**src/rtl/saturn_bus_sequencer_pkg.sv**
```systemverilog
// saturn_bus_pkg: shared definitions for the Saturn bus sequencer.
//   - phase indices into the one-hot i_phases strobe (P0..P3)
//   - position of the command/data flag in a program queue entry
//   - sequencer slot state encoding
package saturn_bus_pkg;

  localparam int unsigned P0 = 0;
  localparam int unsigned P1 = 1;
  localparam int unsigned P2 = 2;
  localparam int unsigned P3 = 3;

  // The command flag sits directly above the nibble in each queue entry.
  function automatic int unsigned cmd_flag_pos(input int unsigned nibble_w);
    return nibble_w;
  endfunction

  localparam int unsigned CMD_FLAG = cmd_flag_pos(4);

  typedef enum logic [1:0] {
    ST_IDLE = 2'd0,
    ST_SEND = 2'd1,
    ST_READ = 2'd2
  } state_t;

endpackage

```
**src/rtl/saturn_bus_sequencer_prog_fifo.sv**
```systemverilog
// saturn_bus_prog_fifo: single-clock synchronous FIFO holding program entries.
// Ports:
//   i_clk, i_reset     clock, synchronous active-high reset
//   i_push/i_push_data write one entry (accepted when not full, or when a pop
//                      happens in the same clock)
//   i_pop              remove the head entry (ignored when empty)
//   o_pop_data         head entry (show-ahead, valid while !o_empty)
//   o_full, o_empty    occupancy flags
//   o_level            occupancy, 0..DEPTH
//   o_overflow         push dropped this clock because the FIFO was full
module saturn_bus_prog_fifo #(
  parameter int unsigned WIDTH = 5,
  parameter int unsigned DEPTH = 32
) (
  input  logic                       i_clk,
  input  logic                       i_reset,
  input  logic                       i_push,
  input  logic [WIDTH-1:0]           i_push_data,
  input  logic                       i_pop,
  output logic [WIDTH-1:0]           o_pop_data,
  output logic                       o_full,
  output logic                       o_empty,
  output logic [$clog2(DEPTH):0]     o_level,
  output logic                       o_overflow
);

  localparam int unsigned AW = $clog2(DEPTH);
  localparam logic [AW:0] FULL_LVL = (AW+1)'(DEPTH);

  logic [WIDTH-1:0] r_mem [DEPTH];
  logic [AW-1:0]    r_wr_ptr;
  logic [AW-1:0]    r_rd_ptr;
  logic [AW:0]      r_level;

  logic w_full;
  logic w_empty;
  logic w_do_pop;
  logic w_do_push;

  assign w_full    = (r_level == FULL_LVL);
  assign w_empty   = (r_level == '0);
  assign w_do_pop  = i_pop && !w_empty;
  // A pop in the same clock frees the slot, so a push at full still lands.
  assign w_do_push = i_push && (!w_full || w_do_pop);

  assign o_pop_data = r_mem[r_rd_ptr];
  assign o_full     = w_full;
  assign o_empty    = w_empty;
  assign o_level    = r_level;
  assign o_overflow = i_push && !w_do_push;

  always_ff @(posedge i_clk) begin
    if (w_do_push) begin
      r_mem[r_wr_ptr] <= i_push_data;
    end
  end

  always_ff @(posedge i_clk) begin
    if (i_reset) begin
      r_wr_ptr <= '0;
      r_rd_ptr <= '0;
      r_level  <= '0;
    end else begin
      if (w_do_push) begin
        r_wr_ptr <= r_wr_ptr + AW'(1);
      end
      if (w_do_pop) begin
        r_rd_ptr <= r_rd_ptr + AW'(1);
      end
      if (w_do_push && !w_do_pop) begin
        r_level <= r_level + (AW+1)'(1);
      end else if (w_do_pop && !w_do_push) begin
        r_level <= r_level - (AW+1)'(1);
      end
    end
  end

endmodule

```
**src/rtl/saturn_bus_sequencer.sv**
```systemverilog
// saturn_bus_sequencer: replays a queue of command/data nibbles on the 4-phase
// Saturn nibble bus (one nibble per bus cycle) and runs multi-nibble read
// bursts when the queue is empty.
// Ports:
//   i_clk, i_reset           clock, synchronous active-high reset
//   i_clk_en, i_phases       bus clock enable and one-hot phase strobe P0..P3
//   i_prog_wr, i_prog_data   program queue push ({cmd_flag, nibble})
//   o_prog_full, o_prog_level queue status
//   i_read_req, i_read_count start a read burst of i_read_count nibbles
//   o_read_valid/_nibble/_done captured nibble strobe, last-nibble strobe
//   o_bus_clk_en, o_bus_is_data, o_bus_nibble_out, i_bus_nibble_in  bus side
//   o_busy                   queue non-empty or burst outstanding (updated at P2)
//   o_error, i_error_clear   sticky protocol error (overflow / rejected read)
module saturn_bus_sequencer
  import saturn_bus_pkg::*;
#(
  parameter int unsigned NIBBLE_W   = 4,
  parameter int unsigned PROG_DEPTH = 32,
  parameter int unsigned CNT_W      = 5
) (
  input  logic                          i_clk,
  input  logic                          i_reset,
  input  logic                          i_clk_en,
  input  logic [3:0]                    i_phases,
  input  logic                          i_prog_wr,
  input  logic [NIBBLE_W:0]             i_prog_data,
  output logic                          o_prog_full,
  output logic [$clog2(PROG_DEPTH):0]   o_prog_level,
  input  logic                          i_read_req,
  input  logic [CNT_W-1:0]              i_read_count,
  output logic                          o_read_valid,
  output logic [NIBBLE_W-1:0]           o_read_nibble,
  output logic                          o_read_done,
  output logic                          o_bus_clk_en,
  output logic                          o_bus_is_data,
  output logic [NIBBLE_W-1:0]           o_bus_nibble_out,
  input  logic [NIBBLE_W-1:0]           i_bus_nibble_in,
  output logic                          o_busy,
  output logic                          o_error,
  input  logic                          i_error_clear
);

  localparam int unsigned CMD_BIT = cmd_flag_pos(NIBBLE_W);

  state_t             r_state;
  logic [CNT_W-1:0]   r_cnt;

  logic [NIBBLE_W:0]  w_head;
  logic               w_empty;
  logic               w_overflow;
  logic               w_act;
  logic               w_p0;
  logic               w_p1;
  logic               w_p2;
  logic               w_pop;
  logic               w_req_valid;
  logic               w_req_reject;

  // Malformed (non one-hot) phase strobes are treated as "no phase".
  assign w_act = i_clk_en && $onehot(i_phases);
  assign w_p0  = w_act && i_phases[P0];
  assign w_p1  = w_act && i_phases[P1];
  assign w_p2  = w_act && i_phases[P2];
  assign w_pop = w_p0 && !w_empty;

  assign w_req_valid  = i_read_req && (i_read_count != '0);
  assign w_req_reject = w_req_valid && (r_cnt != '0);

  saturn_bus_prog_fifo #(
    .WIDTH (NIBBLE_W + 1),
    .DEPTH (PROG_DEPTH)
  ) u_prog_fifo (
    .i_clk       (i_clk),
    .i_reset     (i_reset),
    .i_push      (i_prog_wr),
    .i_push_data (i_prog_data),
    .i_pop       (w_pop),
    .o_pop_data  (w_head),
    .o_full      (o_prog_full),
    .o_empty     (w_empty),
    .o_level     (o_prog_level),
    .o_overflow  (w_overflow)
  );

  always_ff @(posedge i_clk) begin
    if (i_reset) begin
      r_state          <= ST_IDLE;
      r_cnt            <= '0;
      o_read_valid     <= 1'b0;
      o_read_nibble    <= '0;
      o_read_done      <= 1'b0;
      o_bus_clk_en     <= 1'b0;
      o_bus_is_data    <= 1'b0;
      o_bus_nibble_out <= '0;
      o_busy           <= 1'b0;
      o_error          <= 1'b0;
    end else begin
      o_read_valid <= 1'b0;
      o_read_done  <= 1'b0;

      // Load and decrement never coincide: load needs r_cnt==0, the P1
      // decrement needs r_cnt!=0.
      if (w_req_valid && (r_cnt == '0)) begin
        r_cnt <= i_read_count;
      end

      if (w_p0) begin
        if (!w_empty) begin
          r_state          <= ST_SEND;
          o_bus_clk_en     <= 1'b1;
          o_bus_is_data    <= !w_head[CMD_BIT];
          o_bus_nibble_out <= w_head[NIBBLE_W-1:0];
        end else if (r_cnt != '0) begin
          r_state       <= ST_READ;
          o_bus_clk_en  <= 1'b1;
          o_bus_is_data <= 1'b1;
        end else begin
          r_state <= ST_IDLE;
        end
      end

      if (w_p1) begin
        o_bus_clk_en <= 1'b0;
        if ((r_state == ST_READ) && (r_cnt != '0)) begin
          o_read_nibble <= i_bus_nibble_in;
          o_read_valid  <= 1'b1;
          r_cnt         <= r_cnt - CNT_W'(1);
          if (r_cnt == CNT_W'(1)) begin
            o_read_done <= 1'b1;
          end
        end
      end

      if (w_p2) begin
        o_busy <= !w_empty || (r_cnt != '0);
      end

      if (i_error_clear) begin
        o_error <= 1'b0;
      end else if (w_overflow || w_req_reject) begin
        o_error <= 1'b1;
      end
    end
  end

endmodule

```
**config.mk**
```make
export PLATFORM = sky130hd
export DESIGN_NAME = saturn_bus_sequencer
export DESIGN_NICKNAME = d
export VERILOG_FILES = /design/src/rtl/saturn_bus_sequencer_pkg.sv /design/src/rtl/saturn_bus_sequencer_prog_fifo.sv /design/src/rtl/saturn_bus_sequencer.sv
export SDC_FILE = /design/constraint.sdc
export NUM_CORES = 1
export LEC_CHECK = 0
export BUFFER_PORTS_ARGS = -buffer_cell sky130_fd_sc_hd__buf_2
export CAP_MARGIN = 15
export CORE_MARGIN = 3
export CORE_UTILIZATION = 55
export DETAILED_ROUTE_END_ITERATION = 10
export GPL_TIMING_DRIVEN = 0
export PLACE_DENSITY = 0.73
export SLEW_MARGIN = 30
export SYNTH_ARGS = -nofsm -noshare
export SYNTH_HDL_FRONTEND = slang
export SYNTH_HIERARCHICAL = 1
export SYNTH_SLANG_ARGS = --single-unit
```
**constraint.sdc**
```tcl
create_clock -name i_clk -period 6.3 [get_ports i_clk]
set_clock_uncertainty 0.2 [all_clocks]
set_input_delay 0.63 -clock i_clk [delete_from_list [all_inputs] [get_ports i_clk]]
set_output_delay 0.63 -clock i_clk [all_outputs]
set_load 0.03 [all_outputs]
```
# --- Word-level counts from Yosys, hierarchy flattened ---
# Memory sizes are Yosys's and may differ from the RTL's. A register that Yosys moved wholly into a read port is not among the register bits.
# Index checks and enable logic that the tools add are counted.
classes:
  bitwise_logic: 3
  eq_ne: 5
  reduce_logical: 34
  n_mux: 16
  add_sub_neg: 8
ops:
  columns: ["cell", "count"]
  rows:
  - ["5-bit two-way mux", 5]
  - ["1-bit logical AND", 14]
  - ["6-bit two-way mux", 2]
  - ["5-bit by 1-bit adder with 5-bit output, second input constant", 2]
  - ["5-bit nonzero test", 2]
  - ["1-bit two-way mux", 7]
  - ["6-bit by 1-bit adder with 6-bit output, second input constant", 1]
  - ["6-bit == test, second input constant", 1]
  - ["6-bit zero test", 1]
  - ["2-bit AND reduction", 3]
  - ["2-bit OR reduction", 3]
  - ["6-bit by 1-bit subtractor with 6-bit output, second input constant", 1]
  - ["5-bit by 1-bit == test with 1-bit output, second input constant", 1]
  - ["1-bit zero test", 5]
  - ["5-bit zero test", 1]
  - ["5-bit by 1-bit subtractor with 5-bit output, second input constant", 1]
  - ["1-bit by 1-bit adder with 2-bit output", 2]
  - ["2-bit two-way mux", 2]
  - ["2-bit by 2-bit adder with 3-bit output", 1]
  - ["3-bit by 1-bit == test with 1-bit output, second input constant", 1]
  - ["1-bit logical OR", 3]
  - ["1-bit NOT", 3]
  - ["3-bit OR reduction", 1]
  - ["2-bit == test, second input constant", 1]
  - ["2 further kinds", 2]
totals:
  regBits: 37
  ram_bits: 160
  mem_count: 1
  in_bits: 24
  word_cells: 80
  out_inout_bits: 21
memory_table:
  columns: ["name", "depth", "word_bits", "read_ports", "rd_clocked_by_memory_dff", "wr", "line", "text"]
  rows:
  - ["u_prog_fifo.r_mem", 32, 5, 1, 1, 1, "saturn_bus_sequencer_prog_fifo.sv:30", "logic [WIDTH-1:0] r_mem [DEPTH];"]

# --- Depth between registers and ports, before layout ---
# Gate-level depths: netlist of run 1.
logic_depth:
  depth_word: 13
  mapped_depth: 18
  depth_no_buf: 16

# --- By module ---
# The synthesis of run 1 kept the hierarchy.
modules_own_cells:
  columns: ["mod", "area_each_um2", "cells_each", "seq_area_each_um2", "instances"]
  rows:
  - ["saturn_bus_prog_fifo", 7490.9, 467, 5225.0, 1]
  - ["saturn_bus_sequencer", 963.4, 104, 420.4, 1]

# --- Worst setup path before layout of run 1 ---
# Ideal clock, no wire load.
synth_path:
  path_kind: "input-to-reg"
  startpoint: "in i_phases[0]"
  endpoint: "reg u_prog_fifo.r_level[5], in the netlist u_prog_fifo/o_level[5]"
  required_time_ps: 6038
  setup_time_ps: 62
  cell_stages: 18
  setup_slack_ps: 1723
  n_path_buf: 2
  arrival_time_ps: 4316
  cell_sequence: "inv_1 > fa_1 > inv_1 > ha_1 > ha_1 > nor4bb_1 > buf_2 > nand3b_1 > inv_1 > o41a_1 > buf_6 > ha_1 > inv_1 > ha_1 > and3_2 > a2111oi_0 > o22ai_1 > nand3_1"
synth_via:
  elab_chain_len: 12
  word_cells_on_any_way: 15
  classes_between: "add/sub: 2; eq/ne: 1; mux: 1; reduce/logical: 11"
synth_rtl:
  columns: ["element", "line", "text"]
  rows:
  - ["start: declaration", "saturn_bus_sequencer.sv:24", "input logic [3:0] i_phases,"]
  - ["1-bit by 1-bit adder with 2-bit output (implied by the code)", "saturn_bus_sequencer.sv:60", "assign w_act = i_clk_en && $onehot(i_phases);"]
  - ["2-bit by 2-bit adder with 3-bit output (implied by the code)", "saturn_bus_sequencer.sv:60", null]
  - ["3-bit by 1-bit == test with 1-bit output", "saturn_bus_sequencer.sv:60", null]
  - ["1-bit logical AND", "saturn_bus_sequencer.sv:60", null]
  - ["1-bit logical AND (*)", "saturn_bus_sequencer.sv:61", "assign w_p0 = w_act && i_phases[P0];"]
  - ["1-bit logical AND (*)", "saturn_bus_sequencer.sv:64", "assign w_pop = w_p0 && !w_empty;"]
  - ["via w_pop", "saturn_bus_sequencer.sv:55", "logic w_pop;"]
  - ["1-bit logical AND (*)", "saturn_bus_sequencer_prog_fifo.sv:42", "assign w_do_pop = i_pop && !w_empty;"]
  - ["1-bit logical OR (*)", "saturn_bus_sequencer_prog_fifo.sv:44", "assign w_do_push = i_push && (!w_full || w_do_pop);"]
  - ["1-bit logical AND (*)", "saturn_bus_sequencer_prog_fifo.sv:44", null]
  - ["via u_prog_fifo.w_do_push", "saturn_bus_sequencer_prog_fifo.sv:38", "logic w_do_push;"]
  - ["1-bit zero test", "saturn_bus_sequencer_prog_fifo.sv:72", "end else if (w_do_pop && !w_do_push) begin"]
  - ["1-bit logical AND", "saturn_bus_sequencer_prog_fifo.sv:72", null]
  - ["2-bit nonzero test (no source line)", null, null]
  - ["end signal: assignment", "saturn_bus_sequencer_prog_fifo.sv:71", "r_level <= r_level + (AW+1)'(1);"]
  - ["end signal: assignment", "saturn_bus_sequencer_prog_fifo.sv:73", "r_level <= r_level - (AW+1)'(1);"]
  - ["end: declaration", "saturn_bus_sequencer_prog_fifo.sv:33", "logic [AW:0] r_level;"]
# Mark *: on every way through the listed nets, which the timed path passes. The rest lies on a longest branch.
# A chain may end at the register's enable or synchronous reset.

# --- Worst setup path in the final report of run 1 ---
# Same ends and word-level chain as after synthesis.

==> results of run 1 <==
-- worst max-delay path, stage by stage --
cell and delay [ns]:
buf_2 0.13, inv_1 0.07, fa_1 0.55, inv_1 0.04, ha_1 0.18, ha_1 0.30
nor4bb_1 0.26, buf_2 0.25, nand3b_1 0.28, inv_1 0.40, o41a_1 0.22, buf_6 0.13
ha_1 0.31, inv_1 0.21, ha_1 0.32, and3_2 0.23, a2111oi_0 0.53, o22ai_1 0.17
nand3_1 0.09
-- area by class of cell --
type                            instances  area, µm²  area share
Timing Repair Buffer                   44        220      0.0229
Clock inverter                          9       68.8     0.00716
Sequential cell                       202       5650       0.587
Inverter                               15       56.3     0.00586
Tap cell                              184        230      0.0240
Clock buffer                           31        636      0.0661
Multi-Input combinational cell        328       2590       0.270
Buffer                                 26        163      0.0169
-- sequential cells by signal, indices dropped and copies added, names as in the netlist, 2 cells and up, named ones only --
register,flops
u_prog_fifo/r_rd_ptr,5
r_state,2
u_prog_fifo/r_wr_ptr,5
o_read_nibble,4
r_cnt,5
u_prog_fifo/r_mem,160
o_bus_nibble_out,4
u_prog_fifo/o_level,6
-- per-stage QoR --
stage	instances	worst slack (ns)	power [W]
floorplan	571	1.72	0.00188
global placement	799	1.01	0.00200
detailed placement	799	0.838	0.00202
CTS	839	1.33	0.00324
global route	839	1.02	0.00335
finish	839	1.23	0.00322
-- how the worst max path moves through the flow --
stage | to | depth (start not counted) | slack, ns
3_5_place_dp | u_prog_fifo/o_level[5]$_SDFFE_PP0P_ | 19 | 0.84
2_1_floorplan | u_prog_fifo/o_level[5]$_SDFFE_PP0P_ | 18 | 1.72
4_1_cts | u_prog_fifo/o_level[5]$_SDFFE_PP0P_ | 19 | 1.33
6_report | u_prog_fifo/o_level[5]$_SDFFE_PP0P_ | 19 | 1.23
5_1_grt | u_prog_fifo/o_level[5]$_SDFFE_PP0P_ | 19 | 1.02
3_3_place_gp | u_prog_fifo/o_level[5]$_SDFFE_PP0P_ | 19 | 1.01
-- cells in the mapped netlist, drive strengths merged (4+ instances only) --
| library cell | instances |
|---|---|
| nor3 | 8 |
| clkbuf | 8 |
| buf | 18 |
| dfxtp | 42 |
| a211oi | 4 |
| ha | 16 |
| nand3 | 18 |
| xor2 | 7 |
| edfxtp | 160 |
| nand3b | 4 |
| mux2i | 46 |
| nor2 | 59 |
| a22o | 5 |
| o31ai | 4 |
| a22oi | 10 |
| nand2 | 34 |
| o21a | 4 |
| mux4 | 20 |
| a221oi | 8 |
| a21oi | 20 |
| nor2b | 5 |
| inv | 15 |
-- cell families (layout without fill, tap and decap cells) --
kind of cell / after synthesis / count (layout) / share of synthesized area
flops: 202 / 202 / 0.668
simple gates: 161 / 161 / 0.0943
compound gates: 74 / 74 / 0.0663
mux: 67 / 67 / 0.109
buf+inv: 41 / 125 / 0.0259
fa+ha+maj: 18 / 18 / 0.0284
xor+xnor: 8 / 8 / 0.00829
-- report_power, final --
part | switching [W] | internal [W] | total, W
clock network | 0.000477 | 0.000742 | 0.00122
logic | 0.000310 | 0.000171 | 0.000481
registers | 0.0000335 | 0.00149 | 0.00152
-- layer usage --
| metal | part of all wire | up-vias | routed length (µm) |
|---|---|---|---|
| met2 | 0.49 | 171 | 8250 |
| li1 | - | 2348 | - |
| met1 | 0.42 | 2490 | 7200 |
| met3 | 0.064 | 31 | 1080 |
| met4 | 0.025 | 0 | 432 |
| met5 | 0 | - | 0 |
==> reports/metrics.cfg, run 1 <==
[setup_path]
cp_max_fo=10
critPathCaptureType=flop
rr_endpoint=u_prog_fifo/o_level[5]$_SDFFE_PP0P_
startpoint=i_phases[0]
worst_ep_required_time_ns=6.53
r2r_setup_slack_ns=1.50
worst_r2r_path_depth=14
r2r_start=u_prog_fifo/o_level[0]$_SDFFE_PP0P_
critical_path_arrival_ns=5.31
startpoint_type=primary input
critPathKind=in -> reg

[clock_tree]
cts_buffers=22
postCtsSetupBuffers=0
clk_latency_ns=0.49
holdBufCountCts=0
clk_path_buf_depth=3
cts.clk_slew.worst_paths_ns=0.06
cts_root_buf=clkbuf_16
cts_sinks=202
h-tree-depth=1
postCtsResizedCells=0
cts_tree=done

[detailed_routing]
drt_iter0_markers=408
detail_route.first_pass.iterations=5
avgRoutedWirePerCell_um=20.2
viasPerCell=6.01
via_count=5040
wirelength_um=17000
drcViolationCount=0
postRouteAntennaNets=0

[layout]
filler_cell_count=1031
syn_to_final_growth_pct=13.7
num_antenna_cells=0
mostFrequentLayoutCells=edfxtp_1 (160), nor2_1 (59), buf_2 (54)
drive_above_1_share=0.191
finish.utilization=0.649
layout.nets=681
mostFrequentLayoutCell=edfxtp_1
stdcell_area_um2=9610

[hold_path]
whs_endpoint=o_error$_SDFFE_PP0P_
hold_path_depth=2
hold_class=in -> reg
min_from=i_error_clear

[synthesis]
syn_nets=613
synth_top_area_cell=edfxtp_1
synth.distinct_cells=62
ys_seq_area_frac=0.668
netlist_area_um2=8450
async_flop_share=0
netlist_top_cells_area=edfxtp_1 (57%), dfxtp_1 (9.9%), mux2i_1 (5.4%)
synth_ff_type=edfxtp_1
yosysWarnings=6
synth_top_area_frac=0.568
synth_edf_count=160
synth_cells=571
synth-seq-cells=202
syn_area_per_cell_um2=14.8

[place]
gp_congestion=0.864
dp_hpwl_um=11700
io_buffers=44
placed_cell_area_um2=8900

[status]
status=finished, final reports clean

[sta]
fin_crit_sh=0.805
period_minus_slack_ns=5.07
rsz0062_at_grt=no
maxSlewViolCount=0
final-hold-violation-count=0
fmax_mhz=197
relSlewSlack=0.555
tightest_slew_ns=0.665
setup_viol=0
setup-tns-final_ns=0
fin_hold_ws_ns=0.0904

[floorplanning]
std_cell_rows=44
ioPinCount=45
core_um2=14800
die_area_um2=16900
die_h_um=130
die_x_um=130
start_util=0.571

[global_routing]
first_global_vias=4913
grt_first_pass_wirelength_um=26600
grt_max_degree=33
met1_usage=0.293
top_usage_layer=met2
grt_overflow=0
grt_antenna_before_repair=0
met3_usage=0.0368
use_met2=0.329
track_usage=0.205

[power_and_ir_drop]
p_per_area_nw_per_um2=335
leakage_nw=3.31
ir_drop_mv=0.377

[run]
maxCapViolCount=0

No activity file was read; power rests on OpenSTA's default activity.
==> run 2: changes to the inputs <==
==> constraint.sdc (replaced) <==
create_clock -name i_clk -period 4.99 [get_ports i_clk]
set_clock_uncertainty 0.2 [all_clocks]
set_input_delay 0.499 -clock i_clk [delete_from_list [all_inputs] [get_ports i_clk]]
set_output_delay 0.499 -clock i_clk [all_outputs]
set_load 0.03 [all_outputs]
==> reports/metrics.cfg, run 2 (synthesized netlist as in run 1, its figures left out) <==
[clock_tree]
h-tree-depth=1
cts_sinks=202
clk_path_buf_depth=3
clk_latency_ns=0.49
cts_root_buf=clkbuf_16
cts_tree=done
cts.clk_slew.worst_paths_ns=0.06
cts_buffers=22

[detailed_routing]
drcViolationCount=0
avgRoutedWirePerCell_um=20.2
drt_iter0_markers=382
postRouteAntennaNets=0
wirelength_um=17000
detail_route.first_pass.iterations=5
via_count=5052
viasPerCell=6.00

[sta]
period_minus_slack_ns=4.81
fin_hold_ws_ns=0.0586
maxSlewViolCount=0
fmax_mhz=208
setup-tns-final_ns=0
fin_crit_sh=0.965
tightest_slew_ns=0.670
final-hold-violation-count=0
setup_viol=0
fin_ws_ns=0.176
rsz0062_at_grt=no
relSlewSlack=0.552

[run]
maxCapViolCount=0

[setup_path]
worst_r2r_path_depth=14
rr_endpoint=u_prog_fifo/o_level[5]$_SDFFE_PP0P_
critical_path_arrival_ns=5.05
cp_max_fo=8
worstPathCellList=or4_1, buf_6, nor3_1, nand3b_1, clkinvlp_4, o41a_1, buf_6, ha_1, inv_1, ha_1, and3_2, a2111oi_0, o22ai_1, nand3_1
r2r_setup_slack_ns=0.18
cp_slowest_stage_delay_ns=0.55
r2r_start=u_prog_fifo/o_level[0]$_SDFFE_PP0P_
worst_ep_required_time_ns=5.22
startpoint=u_prog_fifo/o_level[0]$_SDFFE_PP0P_
critPathCaptureType=flop
critPathKind=reg -> reg
startpoint_type=flop
cp-endpoint=u_prog_fifo/o_level[5]$_SDFFE_PP0P_
crit_slowest_cell=or4_1

[hold_path]
hold_class=in -> reg

[layout]
num_antenna_cells=0
regMostFlops=u_prog_fifo/r_mem
largest_reg_flops=160
stdcell_area_um2=9640
layout.nets=684
drive_above_1_share=0.195
mostFrequentLayoutCells=edfxtp_1 (160), nor2_1 (59), buf_2 (54)
mostFrequentLayoutCell=edfxtp_1
syn_to_final_growth_pct=14.0
final_cells=842
filler_cell_count=1026

[power_and_ir_drop]
leakage_nw=3.31
combPwrFrac=0.150
power_frac_seq=0.472
ir_drop_mv=0.477
p_per_area_nw_per_um2=422
p_sw_frac=0.255
intPower_w=0.00303
p_sw_w=0.00104
clkPwrFrac=0.378

[global_routing]
grt_overflow=0
grt_max_degree=33
first_global_vias=4922
grt_antenna_before_repair=0
track_usage=0.206
grt_first_pass_wirelength_um=26600

[floorplanning]
start_util=0.571
ioPinCount=45
std_cell_rows=44
die_area_um2=16900
die_h_um=130
core_um2=14800
die_x_um=130

[place]
gp_congestion=0.864
placed_cell_area_um2=8900
pre_cts_slack_ns=-0.341
dp_hpwl_um=11700
place_inst=799
io_buffers=44

[status]
status=finished, final reports clean

[run 2: cell types whose count changed in the layout (fill, tap and decap cells not counted), sizes merged]
cell         delta
buf             +2
clkinvlp        +1
inv             -1
dlygate4sd3     +1
[run 2: how the worst min path moves through the flow]
stage | startpoint | end | slack [ns] | cells after the start
final | i_bus_nibble_in[2] | o_read_nibble[2]$_SDFFE_PP0P_ | 0.06 | 3
after global routing | i_bus_nibble_in[0] | o_read_nibble[0]$_SDFFE_PP0P_ | 0.06 | 3
after CTS | i_bus_nibble_in[3] | o_read_nibble[3]$_SDFFE_PP0P_ | 0.04 | 3
after detailed placement | r_state[0]$_SDFFE_PP0N_ | r_state[0]$_SDFFE_PP0N_ | 0.25 | 2
after global placement | r_state[1]$_SDFFE_PP0N_ | r_state[1]$_SDFFE_PP0N_ | 0.24 | 2
after floorplan | r_state[1]$_SDFFE_PP0N_ | r_state[1]$_SDFFE_PP0N_ | 0.23 | 2
[run 2: final cells by class]
cell class,instances,area (µm²),share of cell area
buffer,26,163,0.0169
clock buffer,31,636,0.0659
sequential,202,5650,0.586
tap,184,230,0.0239
timing repair buffer,47,245,0.0254
clock inverter,9,68.8,0.00714
inverter,15,60.1,0.00623
multi-input combinational,328,2590,0.269
[run 2: critical path: cells and delay by family, from the launching register on]
kind | cells | cell delay, ns
AO/OA/AOI/OAI | 3 | 1.13
adder cells (fa/ha/maj) | 2 | 0.58
buffers and inverters | 4 | 0.87
flip-flops | 1 | 0.34
AND/OR/NAND/NOR | 5 | 1.62
[run 2: per-layer routing]
| layer | track usage | vias up | part of all wire |
|---|---|---|---|
| li1 | - | 2353 | - |
| met1 | 0.293 | 2495 | 0.43 |
| met2 | 0.331 | 169 | 0.49 |
| met3 | 0.0368 | 35 | 0.056 |
| met4 | 0.0599 | 0 | 0.025 |
| met5 | 0 | - | 0 |
[run 2: what timing repair did]
item / CTS / global route
endpoints found under the hold margin: 1 / 0
hold buffers: 1 / 0
setup buffers: 0 / 2
resized for setup: 0 / 1
endpoints found under the setup margin: 0 / 1
[run 2: metrics by stage]
step,utilization,power (W)
6_report,0.651,0.00407
5_1_grt,0.651,0.00423
4_1_cts,0.650,0.00409
3_5_place_dp,0.601,0.00255
3_3_place_gp,0.601,0.00252
2_1_floorplan,-,0.00238
[run 2: power groups by stage]
stage               registers (W)  clock network (W)  logic [W]
global placement          0.00195                  0   0.000571
global route              0.00192            0.00164   0.000666
finish                    0.00192            0.00154   0.000611
detailed placement        0.00195                  0   0.000596
floorplan                 0.00200                  0   0.000379
CTS                       0.00192            0.00157   0.000603
==> run 3: changes to the inputs <==
--- a/config.mk
+++ b/config.mk
@@ -15,5 +15,4 @@
 export SLEW_MARGIN = 30
 export SYNTH_ARGS = -nofsm -noshare
 export SYNTH_HDL_FRONTEND = slang
-export SYNTH_HIERARCHICAL = 1
 export SYNTH_SLANG_ARGS = --single-unit
==> reports/metrics.cfg, run 3 <==
[status]
status=finished, final reports clean

[setup_path]
cp_max_fo=8
critPathCaptureType=flop
startpoint_type=primary input
worst_r2r_path_depth=12
critical_path_arrival_ns=4.57
worst_ep_required_time_ns=5.17
critPathKind=in -> reg

[clock_tree]
cts_tree=done
postCtsSetupBuffers=0
cts.clk_slew.worst_paths_ns=0.06
clk_latency_ns=0.50
clk_path_buf_depth=3
cts_sinks=202
postCtsResizedCells=0
cts_buffers=21
h-tree-depth=1
cts_root_buf=clkbuf_16

[global_routing]
track_usage=0.227
grt_overflow=0
grt_max_degree=33
first_global_vias=4881
grt_first_pass_wirelength_um=28100
grt_antenna_before_repair=0

[synthesis]
netlist_top_cells_area=edfxtp_1 (58%), dfxtp_1 (10%), mux4_2 (6.5%)
synth_top_area_cell=edfxtp_1
synth_cells=521
async_flop_share=0
yosysMostFrequentCell=edfxtp_1
syn_nets=561
synth.distinct_cells=52
synth_top_area_frac=0.577
synth.top_cells.by_count=edfxtp_1 (160), nor2_1 (60), dfxtp_1 (42)
ys_seq_area_frac=0.678
synth_edf_count=160
netlist_area_um2=8330
syn_area_per_cell_um2=16.0
synth-seq-cells=202
synth_ff_type=edfxtp_1
yosysWarnings=0

[floorplanning]
die_h_um=129
start_util=0.569
die_area_um2=16700
die_x_um=129
ioPinCount=45
std_cell_rows=44
core_um2=14600

[detailed_routing]
drcViolationCount=0
avgRoutedWirePerCell_um=23.5
via_count=4873
drt_iter0_markers=528
viasPerCell=6.22
detail_route.first_pass.iterations=5
postRouteAntennaNets=0
wirelength_um=18400

[place]
place_inst=748
io_buffers=43
dp_hpwl_um=12000
gp_congestion=0.898

[sta]
fin_hold_ws_ns=0.0545
fmax_mhz=228
maxSlewViolCount=0
relSlewSlack=0.541
setup_viol=0
setup-tns-final_ns=0
rsz0062_at_grt=no
period_minus_slack_ns=4.39
tightest_slew_ns=0.688
fin_crit_sh=0.880
final-hold-violation-count=0

[layout]
drive_above_1_share=0.185
mostFrequentLayoutCells=edfxtp_1 (160), nor2_1 (60), buf_2 (46)
num_antenna_cells=0
regMostFlops=u_prog_fifo.r_mem
filler_cell_count=1038
final-seq-area_um2=5650
multi_input_area_um2=2470
layout.nets=628
syn_to_final_growth_pct=13.1
finish.utilization=0.643
largest_reg_flops=160
final_cells=784
mostFrequentLayoutCell=edfxtp_1

[power_and_ir_drop]
ir_drop_mv=0.283
p_per_area_nw_per_um2=424
leakage_nw=3.21
total_power_w=0.00400

[hold_path]
hold_path_depth=3
hold_class=in -> reg

[run]
maxCapViolCount=0

[run 3: cell count changes after synthesis, sizes merged, moves of 5 or more]
| cell | change |
|---|---|
| a22o | -5 |
| nand3 | -12 |
| nand2 | -10 |
| a22oi | -6 |
| clkbuf | +5 |
| mux2i | -26 |
| inv | +5 |
| buf | -9 |
| mux4 | +18 |
[run 3: final cells by class]
| type | count | area share |
|---|---|---|
| Buffer | 22 | 0.0141 |
| Timing Repair Buffer | 44 | 0.0239 |
| Clock buffer | 28 | 0.0586 |
| Inverter | 21 | 0.00837 |
| Sequential cell | 202 | 0.599 |
| Clock inverter | 7 | 0.00917 |
| Tap cell | 184 | 0.0244 |
| Multi-Input combinational cell | 276 | 0.262 |
[run 3: per-layer routing]
layer,GRT usage,vias up,share of wire,wire (µm)
li1,-,2164,-,-
met1,0.303,2429,0.40,7350
met2,0.379,235,0.48,8940
met3,0.0437,45,0.085,1570
met4,0.0797,0,0.031,580
met5,0,-,0,0
[run 3: per-stage QoR]
step / instance area (µm²) / setup slack, ns
finish: 9420 / 0.600
global route: 9420 / 0.346
CTS: 9420 / 0.661
global placement: 8770 / 0.282
detailed placement: 8770 / 0.163
floorplan: 8330 / 0.716
[run 3: kinds of logic (layout without fill, tap and decap cells)]
group	after synthesis	count (layout)	synth area share
DFF	202	202	0.678
and+or+nand+nor	130	130	0.0736
AOI/OAI and AO/OA	60	60	0.0509
muxes	59	59	0.135
buffers and inverters	43	122	0.0254
adders and majority gates	16	16	0.0258
xor gates and xnor gates	11	11	0.0116
[run 3: repair_timing]
| item | in CTS | in global routing |
|---|---|---|
| hold buffers | 1 | 0 |
| hold endpoints to repair | 1 | 0 |
| setup endpoints to repair | 0 | 0 |
[run 3: path summary, 6_finish.rpt]
check | slack (ns) | from | endpoint
min | 0.05 | i_bus_nibble_in[2] | o_read_nibble[2]$_SDFFE_PP0P_
min reg2reg | 0.25 | o_read_nibble[2]$_SDFFE_PP0P_ | o_read_nibble[2]$_SDFFE_PP0P_
max | 0.60 | i_phases[0] | u_prog_fifo.o_level[5]$_SDFFE_PP0P_
max reg2reg | 1.25 | u_prog_fifo.o_level[1]$_SDFFE_PP0P_ | u_prog_fifo.o_level[5]$_SDFFE_PP0P_
[run 3: worst max-delay path, stage by stage]
cell and delay (ns):
buf_2 0.09, inv_1 0.07, fa_1 0.53, inv_1 0.04, ha_1 0.17, ha_1 0.29, nand4bb_1 0.25, a311oi_1 0.49
inv_1 0.26, ha_1 0.32, inv_1 0.19, ha_1 0.27, a21o_1 0.18, a21oi_1 0.29, o211ai_1 0.13, o211ai_1 0.14
mux2_2 0.36
[run 3: power by group]
group	switching, W	internal (W)	total (W)
clock	0.000606	0.000877	0.00148
sequential	0.0000483	0.00188	0.00192
combinational	0.000363	0.000225	0.000588
